==> src/rtl/spart_tx_unit_pkg.sv <==
// Shared constants and types for the SPART transmitter:
// register addresses, FIFO sizing and the serialiser FSM states.
package spart_tx_unit_pkg;

  localparam logic [31:0] SPART_TX_ADDR   = 32'h0000_FFF0;
  localparam logic [31:0] SPART_DIV_ADDR  = 32'h0000_FFF4;
  localparam logic [31:0] SPART_STAT_ADDR = 32'h0000_FFF8;
  localparam int          SPART_FIFO_DEPTH = 8;
  localparam logic [15:0] SPART_DEFAULT_DIV = 16'd433;

  typedef enum logic [1:0] {
    IDLE,
    START,
    DATA,
    STOP
  } tx_state_t;

endpackage

==> src/rtl/spart_tx_fifo.sv <==
// Synchronous byte FIFO for the SPART transmitter.
// A push into a full FIFO is refused even when a pop occurs in the same cycle.
module spart_tx_fifo #(
  parameter int DEPTH = 8,
  localparam int AW = $clog2(DEPTH)
) (
  input  logic          clk,
  input  logic          rst,
  input  logic          push,
  input  logic          pop,
  input  logic [7:0]    din,
  output logic [7:0]    dout,
  output logic          full,
  output logic          empty,
  output logic [AW:0]   count
);

  logic [7:0]    mem [DEPTH];
  logic [AW-1:0] wr_ptr;
  logic [AW-1:0] rd_ptr;
  logic          do_push;
  logic          do_pop;

  assign full    = (count == (AW+1)'(DEPTH));
  assign empty   = (count == '0);
  assign do_push = push & ~full;
  assign do_pop  = pop & ~empty;
  assign dout    = mem[rd_ptr];

  always_ff @(posedge clk) begin
    if (do_push) mem[wr_ptr] <= din;
  end

  always_ff @(posedge clk or posedge rst) begin
    if (rst) begin
      wr_ptr <= '0;
      rd_ptr <= '0;
      count  <= '0;
    end else begin
      if (do_push) wr_ptr <= wr_ptr + 1'b1;
      if (do_pop)  rd_ptr <= rd_ptr + 1'b1;
      unique case ({do_push, do_pop})
        2'b10:   count <= count + 1'b1;
        2'b01:   count <= count - 1'b1;
        default: count <= count;
      endcase
    end
  end

endmodule

==> src/rtl/spart_tx_unit.sv <==
// Memory-mapped 8N1 SPART transmitter fed by the CPU store stream.
// Stores that hit a full FIFO are dropped and flagged in a sticky bit.
module spart_tx_unit
  import spart_tx_unit_pkg::*;
#(
  parameter logic [31:0] TX_ADDR     = SPART_TX_ADDR,
  parameter logic [31:0] DIV_ADDR    = SPART_DIV_ADDR,
  parameter logic [31:0] STAT_ADDR   = SPART_STAT_ADDR,
  parameter int          FIFO_DEPTH  = SPART_FIFO_DEPTH,
  parameter logic [15:0] DEFAULT_DIV = SPART_DEFAULT_DIV,
  localparam int CW = $clog2(FIFO_DEPTH) + 1
) (
  input  logic          clk,
  input  logic          rst,
  input  logic          wrt_en,
  input  logic [31:0]   wrt_add,
  input  logic [31:0]   wrt_data,
  output logic          txd,
  output logic          tx_busy,
  output logic          fifo_full,
  output logic [CW-1:0] fifo_count,
  output logic          overflow
);

  tx_state_t   state;
  tx_state_t   state_n;
  logic [15:0] divisor;
  logic [15:0] div_lat;
  logic [15:0] timer;
  logic [2:0]  bit_idx;
  logic [7:0]  shreg;
  logic [7:0]  head;
  logic        empty;
  logic        pop;
  logic        tick;
  logic        push_req;
  logic        push;
  logic        drop;
  logic        div_wr;
  logic        clr;
  logic        unused_data;

  assign unused_data = &{1'b0, wrt_data[31:16]};

  assign push_req = wrt_en & (wrt_add == TX_ADDR);
  assign push     = push_req & ~fifo_full;
  assign drop     = push_req & fifo_full;
  assign div_wr   = wrt_en & (wrt_add == DIV_ADDR);
  assign clr      = wrt_en & (wrt_add == STAT_ADDR) & wrt_data[0];
  assign tick     = (timer == '0);
  assign tx_busy  = (state != IDLE) | ~empty;

  spart_tx_fifo #(
    .DEPTH(FIFO_DEPTH)
  ) u_fifo (
    .clk  (clk),
    .rst  (rst),
    .push (push),
    .pop  (pop),
    .din  (wrt_data[7:0]),
    .dout (head),
    .full (fifo_full),
    .empty(empty),
    .count(fifo_count)
  );

  always_ff @(posedge clk or posedge rst) begin
    if (rst) begin
      divisor  <= DEFAULT_DIV;
      overflow <= 1'b0;
    end else begin
      if (div_wr) divisor <= wrt_data[15:0];
      // a drop in the same cycle as a clear leaves the flag set
      if (drop)     overflow <= 1'b1;
      else if (clr) overflow <= 1'b0;
    end
  end

  always_ff @(posedge clk or posedge rst) begin
    if (rst) state <= IDLE;
    else     state <= state_n;
  end

  always_comb begin
    state_n = state;
    pop     = 1'b0;
    unique case (state)
      IDLE: begin
        if (!empty) begin
          state_n = START;
          pop     = 1'b1;
        end
      end
      START: begin
        if (tick) state_n = DATA;
      end
      DATA: begin
        if (tick && bit_idx == 3'd7) state_n = STOP;
      end
      STOP: begin
        if (tick) begin
          if (!empty) begin
            state_n = START;
            pop     = 1'b1;
          end else begin
            state_n = IDLE;
          end
        end
      end
      default: state_n = IDLE;
    endcase
  end

  // each frame runs on the divisor captured when its byte was popped
  always_ff @(posedge clk or posedge rst) begin
    if (rst) begin
      div_lat <= DEFAULT_DIV;
      timer   <= '0;
      bit_idx <= '0;
      shreg   <= '0;
    end else if (pop) begin
      div_lat <= divisor;
      timer   <= divisor;
      bit_idx <= '0;
      shreg   <= head;
    end else if (state != IDLE) begin
      if (tick) begin
        timer <= div_lat;
        if (state == DATA) begin
          shreg   <= shreg >> 1;
          bit_idx <= bit_idx + 3'd1;
        end
      end else begin
        timer <= timer - 16'd1;
      end
    end
  end

  always_comb begin
    txd = 1'b1;
    unique case (state)
      START:   txd = 1'b0;
      DATA:    txd = shreg[0];
      default: txd = 1'b1;
    endcase
  end

endmodule

==> config.mk <==
export PLATFORM = sky130hd
export DESIGN_NAME = spart_tx_unit
export DESIGN_NICKNAME = d
export VERILOG_FILES = /design/src/rtl/spart_tx_unit_pkg.sv /design/src/rtl/spart_tx_fifo.sv /design/src/rtl/spart_tx_unit.sv
export SDC_FILE = /design/constraint.sdc
export NUM_CORES = 1
export LEC_CHECK = 0
export ABC_AREA = 1
export ABC_CLOCK_PERIOD_IN_PS = 8550
export CORE_ASPECT_RATIO = 1.5
export CORE_UTILIZATION = 63
export CTS_BUF_LIST = sky130_fd_sc_hd__clkbuf_8
export DETAILED_ROUTE_END_ITERATION = 12
export GPL_TIMING_DRIVEN = 1
export PLACE_DENSITY = 0.95
export SETUP_SLACK_MARGIN = 0.4
export SLEW_MARGIN = 20
export SYNTH_ARGS = -nofsm -noshare
export SYNTH_HDL_FRONTEND = slang
export SYNTH_SLANG_ARGS = --single-unit
==> constraint.sdc <==
create_clock -name clk -period 8.55 [get_ports clk]
set_clock_uncertainty 0.15 [all_clocks]
set_input_delay 1.71 -clock clk [delete_from_list [all_inputs] [get_ports clk]]
set_output_delay 1.71 -clock clk [all_outputs]
set_load 0.05 [all_outputs]
==> flow_summary.yaml, run 1 <==
sta:
  whs_ns: 0.3215
  rsz0062_at_grt: "no"
  hold_viol_final: 0
  max_freq_mhz: 229.0
  maxSlewViolCount: 0
  slew_headroom_pct: 37.54
  min_period_ns: 4.366
  worst-slew-pin-transition_ns: 0.9334
  fin_ws_ns: 4.184
  fin_tns_setup_ns: 0
  setup_violations: 0
  finalCritPeriodShare_pct: 51.07
synth:
  syn_nets: 806
  synth_ff_type: "edfxtp_1"
  ys_seq_area_share_pct: 56.47
  avgSynthCellArea_um2: 9.113
  ys_ff_latch: 136
  synth.distinct_cells: 37
  synth-edff-count: 64
  async_flop_share_pct: 52.94
  syn_inst: 726
  yosysWarnings: 0
  netlist_area_um2: 6616
clocking:
  root_buffer: "clkbuf_8"
  cts_tree: "built"
  clockBufferDepth: 2
  path_clk_slew_ns: 0.09
  clkLatencyLatePin_ns: 0.45
  cts_buffers: 17
  cts_setup_buffers: 0
  cts-resized-gates: 0
  cts-hold-fix-buffers: 0
  htree_levels: 4
  clock_sinks: 136
pwr:
  power_leakage_nw: 3.423
  ir_worst_vdd_mv: 0.1794
  p_per_area_nw_per_um2: 281.8
  finalPower_mw: 2.161
routing:
  vias: 5596
  wl_met2_um: 8844
  top_layer: "met4"
  dr_wl_met3_um: 1128
  firstDrtPassIters: 6
  drc_errors: 0
  drtIter0Drc: 603
  via_per_inst: 5.953
  wl_per_cell_um: 17.36
  wl_met1_um: 5683
  wl_um: 16320
  ant_nets: 0
min_path:
  hold_end: "div_lat[7]"
  min_path_cells: 2
  worstHoldStart: "div_lat[7]"
  hp-class: "reg -> reg"
die:
  dieHeight_um: 127.5
  core_area_um2: 10190
  rows: 45
  die_w_um: 85.68
  start_util_pct: 64.92
  dieArea_um2: 10920
  io_pins: 75
setup_path:
  cp-end-kind: "register"
  path_class: "in -> reg"
  path_max_fanout: 7
  reg2reg_depth: 12
  r2r_setup_slack_ns: 4.85
  r2r-start: "state[0]"
  start_kind: "primary input"
  crit_required_ns: 8.75
  cp.arrival_ns: 4.56
  slowest_stage: "clkdlybuf4s50_1"
  crit_chain: "clkdlybuf4s50_1, nor4_1, nand3_1, nor2_1, nand3_1, ha_1, nand2_1, inv_1, nor2_1, ha_1, a21oi_1, a21oi_1, o21ai_0, o21a_1"
  r2r_end: "u_fifo.count[2]"
  slowest_delay_ns: 0.41
flow_run:
  cap_viol_max_count: 0
global_route:
  first_global_vias: 5587
  grt_max_degree: 73
  grt_pass1_wl_um: 26610
  grt.total_usage_pct: 32.04
  antenna_found_initial: 0
  gr-total-overflow: 0
outcome:
  status: "finished, final reports clean"
finish:
  fillers: 638
  area_growth_pct: 15.90
  final_nets: 866
  finalNonFillerCells: 940
  n_antenna_cell: 0
  drive_above_1_share_pct: 9.387
placement:
  dp_hpwl_um: 10610
  dp_slack_ns: 3.755
  numPortBuffers: 58
  gp_congestion: 0.9098
  dp_cells: 908
-- layout make-up --
class,count,area [um^2],area share [%]
flip-flops and latches,136,3736,48.72
clock buffers,17,234.0,3.051
multi-input cells,519,2577,33.61
repair buffers,65,633.1,8.256
well taps,141,176.4,2.301
clock inverters,15,135.1,1.762
inverters,47,176.4,2.301
-- sequential cells by signal, summed over array words and instances (netlist names) --
name and count:
u_fifo.count 4, overflow 1, bit_idx 3, u_fifo.rd_ptr 3
div_lat 16, state 2, divisor 16, timer 16
shreg 8, u_fifo.wr_ptr 3, u_fifo.mem 64
-- cell families (layout without fill, tap and decap cells) --
logic type	count (synthesis)	after routing	share of synthesized area, %
and+or+nand+nor	412	412	27.78
DFF	136	136	56.47
AOI/OAI and AO/OA	84	84	7.394
buffers and inverters	71	144	4.576
adders and majority gates	13	13	2.458
xor gates and xnor gates	10	10	1.324
-- metal layers --
metal	GRT usage, %	vias up
met3	5.814	81
met4	18.24	0
met2	57.79	282
li1	-	2565
met1	34.99	2668
met5	0	-
-- critical path: cells and delay by family --
family,cells,cell delay (ns)
AO/OA/AOI/OAI,4,0.45
adder cells (fa/ha/maj),2,0.53
buffers and inverters,2,0.46
AND/OR/NAND/NOR,6,1.42
-- how the worst max path moves through the flow --
stage / from / end / slack [ns] / cells after the start
final: wrt_add[29] / u_fifo.count[2] / 4.18 / 14
after global routing: wrt_add[14] / u_fifo.count[2] / 4.02 / 15
after CTS: wrt_add[29] / u_fifo.count[2] / 4.24 / 14
after detailed placement: wrt_add[29] / u_fifo.count[2] / 3.76 / 14
after global placement: wrt_add[29] / u_fifo.count[2] / 4.05 / 14
after floorplan: wrt_add[25] / u_fifo.count[2] / 4.71 / 13
-- synthesized netlist by cell type, drive strengths merged (8+ instances only) --
library cell / instances / area (um^2)
nand2: 217 / 839.6
nand3: 89 / 470.5
nor2: 83 / 380.4
edfxtp: 64 / 1922
dfrtp: 62 / 1551
o21ai: 56 / 280.3
inv: 43 / 161.4
ha: 13 / 162.7
buf: 12 / 81.33
clkbuf: 12 / 45.04
nand4: 12 / 75.07
dfstp: 10 / 262.8
o211ai: 10 / 75.07
a21oi: 8 / 47.55
-- power breakdown --
| group | internal, mW | total, mW | switching [mW] | leakage (nW) |
|---|---|---|---|---|
| registers | 0.725 | 0.748 | 0.0237 | 1.50 |
| clock network | 0.212 | 0.488 | 0.276 | 0.186 |
| logic | 0.305 | 0.926 | 0.621 | 1.73 |
| total | 1.24 | 2.16 | 0.920 | 3.42 |
-- placed cells by master, fill, tap and decap left out, types with 7 or more instances in the layout --
cell type	Yosys	layout
o21ai_0	56	56
dfstp_2	10	10
clkbuf_8	0	17
nand2_1	211	211
o211ai_1	10	10
nand3_1	87	87
buf_4	1	7
xor2_1	7	7
nand4_1	12	12
ha_1	13	13
inv_1	40	39
dfrtp_1	62	62
edfxtp_1	64	64
nor2_1	73	73
clkdlybuf4s50_1	0	58
-- metrics by stage --
stage,area [um^2],utilization [%]
after floorplan,6616,-
after global placement,7300,71.63
after CTS,7669,75.25
final,7669,75.25
after detailed placement,7300,71.63
after global routing,7669,75.25
No activity file was read; power rests on OpenSTA's default activity.
==> run 2: changes to the inputs <==
--- a/config.mk
+++ b/config.mk
@@ -6,13 +6,13 @@
 export NUM_CORES = 1
 export LEC_CHECK = 0
 export ABC_AREA = 1
-export ABC_CLOCK_PERIOD_IN_PS = 8550
+export ABC_CLOCK_PERIOD_IN_PS = 4500
 export CORE_ASPECT_RATIO = 1.5
-export CORE_UTILIZATION = 63
+export CORE_UTILIZATION = 58
 export CTS_BUF_LIST = sky130_fd_sc_hd__clkbuf_8
 export DETAILED_ROUTE_END_ITERATION = 12
 export GPL_TIMING_DRIVEN = 1
-export PLACE_DENSITY = 0.95
+export PLACE_DENSITY = 0.9
 export SETUP_SLACK_MARGIN = 0.4
 export SLEW_MARGIN = 20
 export SYNTH_ARGS = -nofsm -noshare
==> constraint.sdc (replaced) <==
create_clock -name clk -period 4.5 [get_ports clk]
set_clock_uncertainty 0.15 [all_clocks]
set_input_delay 0.9 -clock clk [delete_from_list [all_inputs] [get_ports clk]]
set_output_delay 0.9 -clock clk [all_outputs]
set_load 0.05 [all_outputs]
==> run 2 against run 1 <==
Net effect: via count did not move; die area is 8.4% higher; final area increased by 0.75%; sequential power grew 90%; highest routed layer unchanged; first-iteration DRC count shrank 9.8%; cell count grew 1.2%; critical path type unchanged; worst setup slack lost 3.3 ns; wire length decreased by 1.7%.
==> flow_summary.yaml, run 2 (synthesis gave the netlist of run 1 again) <==
die:
  rows: 47
  die_w_um: 89.21
  dieHeight_um: 132.8
  start_util_pct: 59.85
  dieArea_um2: 11850
  io_pins: 75
  core_area_um2: 11060
sta:
  maxSlewViolCount: 0
  hold_viol_final: 0
  setup_violations: 0
  whs_ns: 0.3269
  slew_headroom_pct: 37.61
  max_freq_mhz: 278.7
  fin_ws_ns: 0.9124
  fin_tns_setup_ns: 0
  worst-slew-pin-transition_ns: 0.9324
  rsz0062_at_grt: "no"
  min_period_ns: 3.588
  finalCritPeriodShare_pct: 79.72
routing:
  firstDrtPassIters: 5
  ant_nets: 0
  wl_per_cell_um: 16.88
  via_per_inst: 5.884
  drc_errors: 0
  vias: 5596
  wl_um: 16050
  drtIter0Drc: 544
clocking:
  root_buffer: "clkbuf_8"
  cts_tree: "built"
  cts_buffers: 17
  clkLatencyLatePin_ns: 0.44
  clockBufferDepth: 2
  cts_setup_buffers: 0
  cts-hold-fix-buffers: 0
  path_clk_slew_ns: 0.08
  htree_levels: 4
  clock_sinks: 136
  cts-resized-gates: 0
global_route:
  gr-total-overflow: 0
  antenna_found_initial: 0
  grt_pass1_wl_um: 26260
  grt.total_usage_pct: 29.57
  first_global_vias: 5555
  grt_max_degree: 46
finish:
  layout_common_cells: "211 x nand2_1, 87 x nand3_1, 73 x nor2_1"
  n_antenna_cell: 0
  largest-register: "u_fifo.mem"
  layout_commonest_cell: "nand2_1"
  largest_reg_flops: 64
  drive_above_1_share_pct: 10.07
  finalNonFillerCells: 951
  area_growth_pct: 16.77
  final_nets: 871
flow_run:
  cap_viol_max_count: 0
setup_path:
  path_max_fanout: 7
  cp.arrival_ns: 3.77
  crit_required_ns: 4.68
  start_kind: "primary input"
  cp-end-kind: "register"
  reg2reg_depth: 12
  path_class: "in -> reg"
placement:
  dp_hpwl_um: 10830
  gp_congestion: 0.9188
  dp_slack_ns: 0.5674
  dp_cells: 919
  numPortBuffers: 58
min_path:
  min_path_cells: 2
  hp-class: "reg -> reg"
pwr:
  power_leakage_nw: 3.452
  ir_worst_vdd_mv: 0.2760
  p_per_area_nw_per_um2: 536.0
  finalPower_mw: 4.142
outcome:
  status: "finished, final reports clean"
[run 2: area by class of cell]
type	instances	area (um^2)
clock inverter	15	147.6
fill	795	3329
tap	147	183.9
multi-input combinational	519	2577
timing repair buffer	70	670.6
inverter	47	176.4
clock buffer	17	234.0
sequential	136	3736
[run 2: final timing paths]
| check | start | to | slack, ns |
|---|---|---|---|
| max in group asynchronous | rst | div_lat[7] | 2.65 |
| max | wrt_add[15] | u_fifo.count[2] | 0.91 |
| max reg2reg | state[0] | u_fifo.count[2] | 1.36 |
| min | divisor[5] | divisor[5] | 0.33 |
| min reg2reg | divisor[5] | divisor[5] | 0.33 |
| min in group asynchronous | rst | timer[1] | 0.69 |
[run 2: through the flow]
step	cell area [um^2]	utilization (%)
2_1_floorplan	6616	-
3_3_place_gp	7345	66.43
3_5_place_dp	7345	66.43
4_1_cts	7726	69.88
5_1_grt	7726	69.88
6_report	7726	69.88
[run 2: routing by layer]
layer	global-route usage (%)	vias up	share of wire, %
met5	0	-	0
met4	16.49	0	3.8
met3	6.114	63	7.9
met2	49.96	322	54
met1	34.23	2639	34
li1	-	2572	-
[run 2: critical path: stages]
cell	delay, ns
clkdlybuf4s50_1	0.46
nand4_1	0.16
nor2_1	0.18
nand3_1	0.12
nor2_1	0.26
nand3_1	0.29
ha_1	0.32
nand2_1	0.10
inv_1	0.05
nor2_1	0.19
ha_1	0.19
a21oi_1	0.06
a21oi_1	0.21
o21ai_0	0.15
o21a_1	0.13
[run 2: power breakdown]
part           internal, mW  total, mW  switching (mW)
Combinational         0.580       1.75            1.17
Clock                 0.415      0.968           0.553
Sequential             1.38       1.42          0.0425
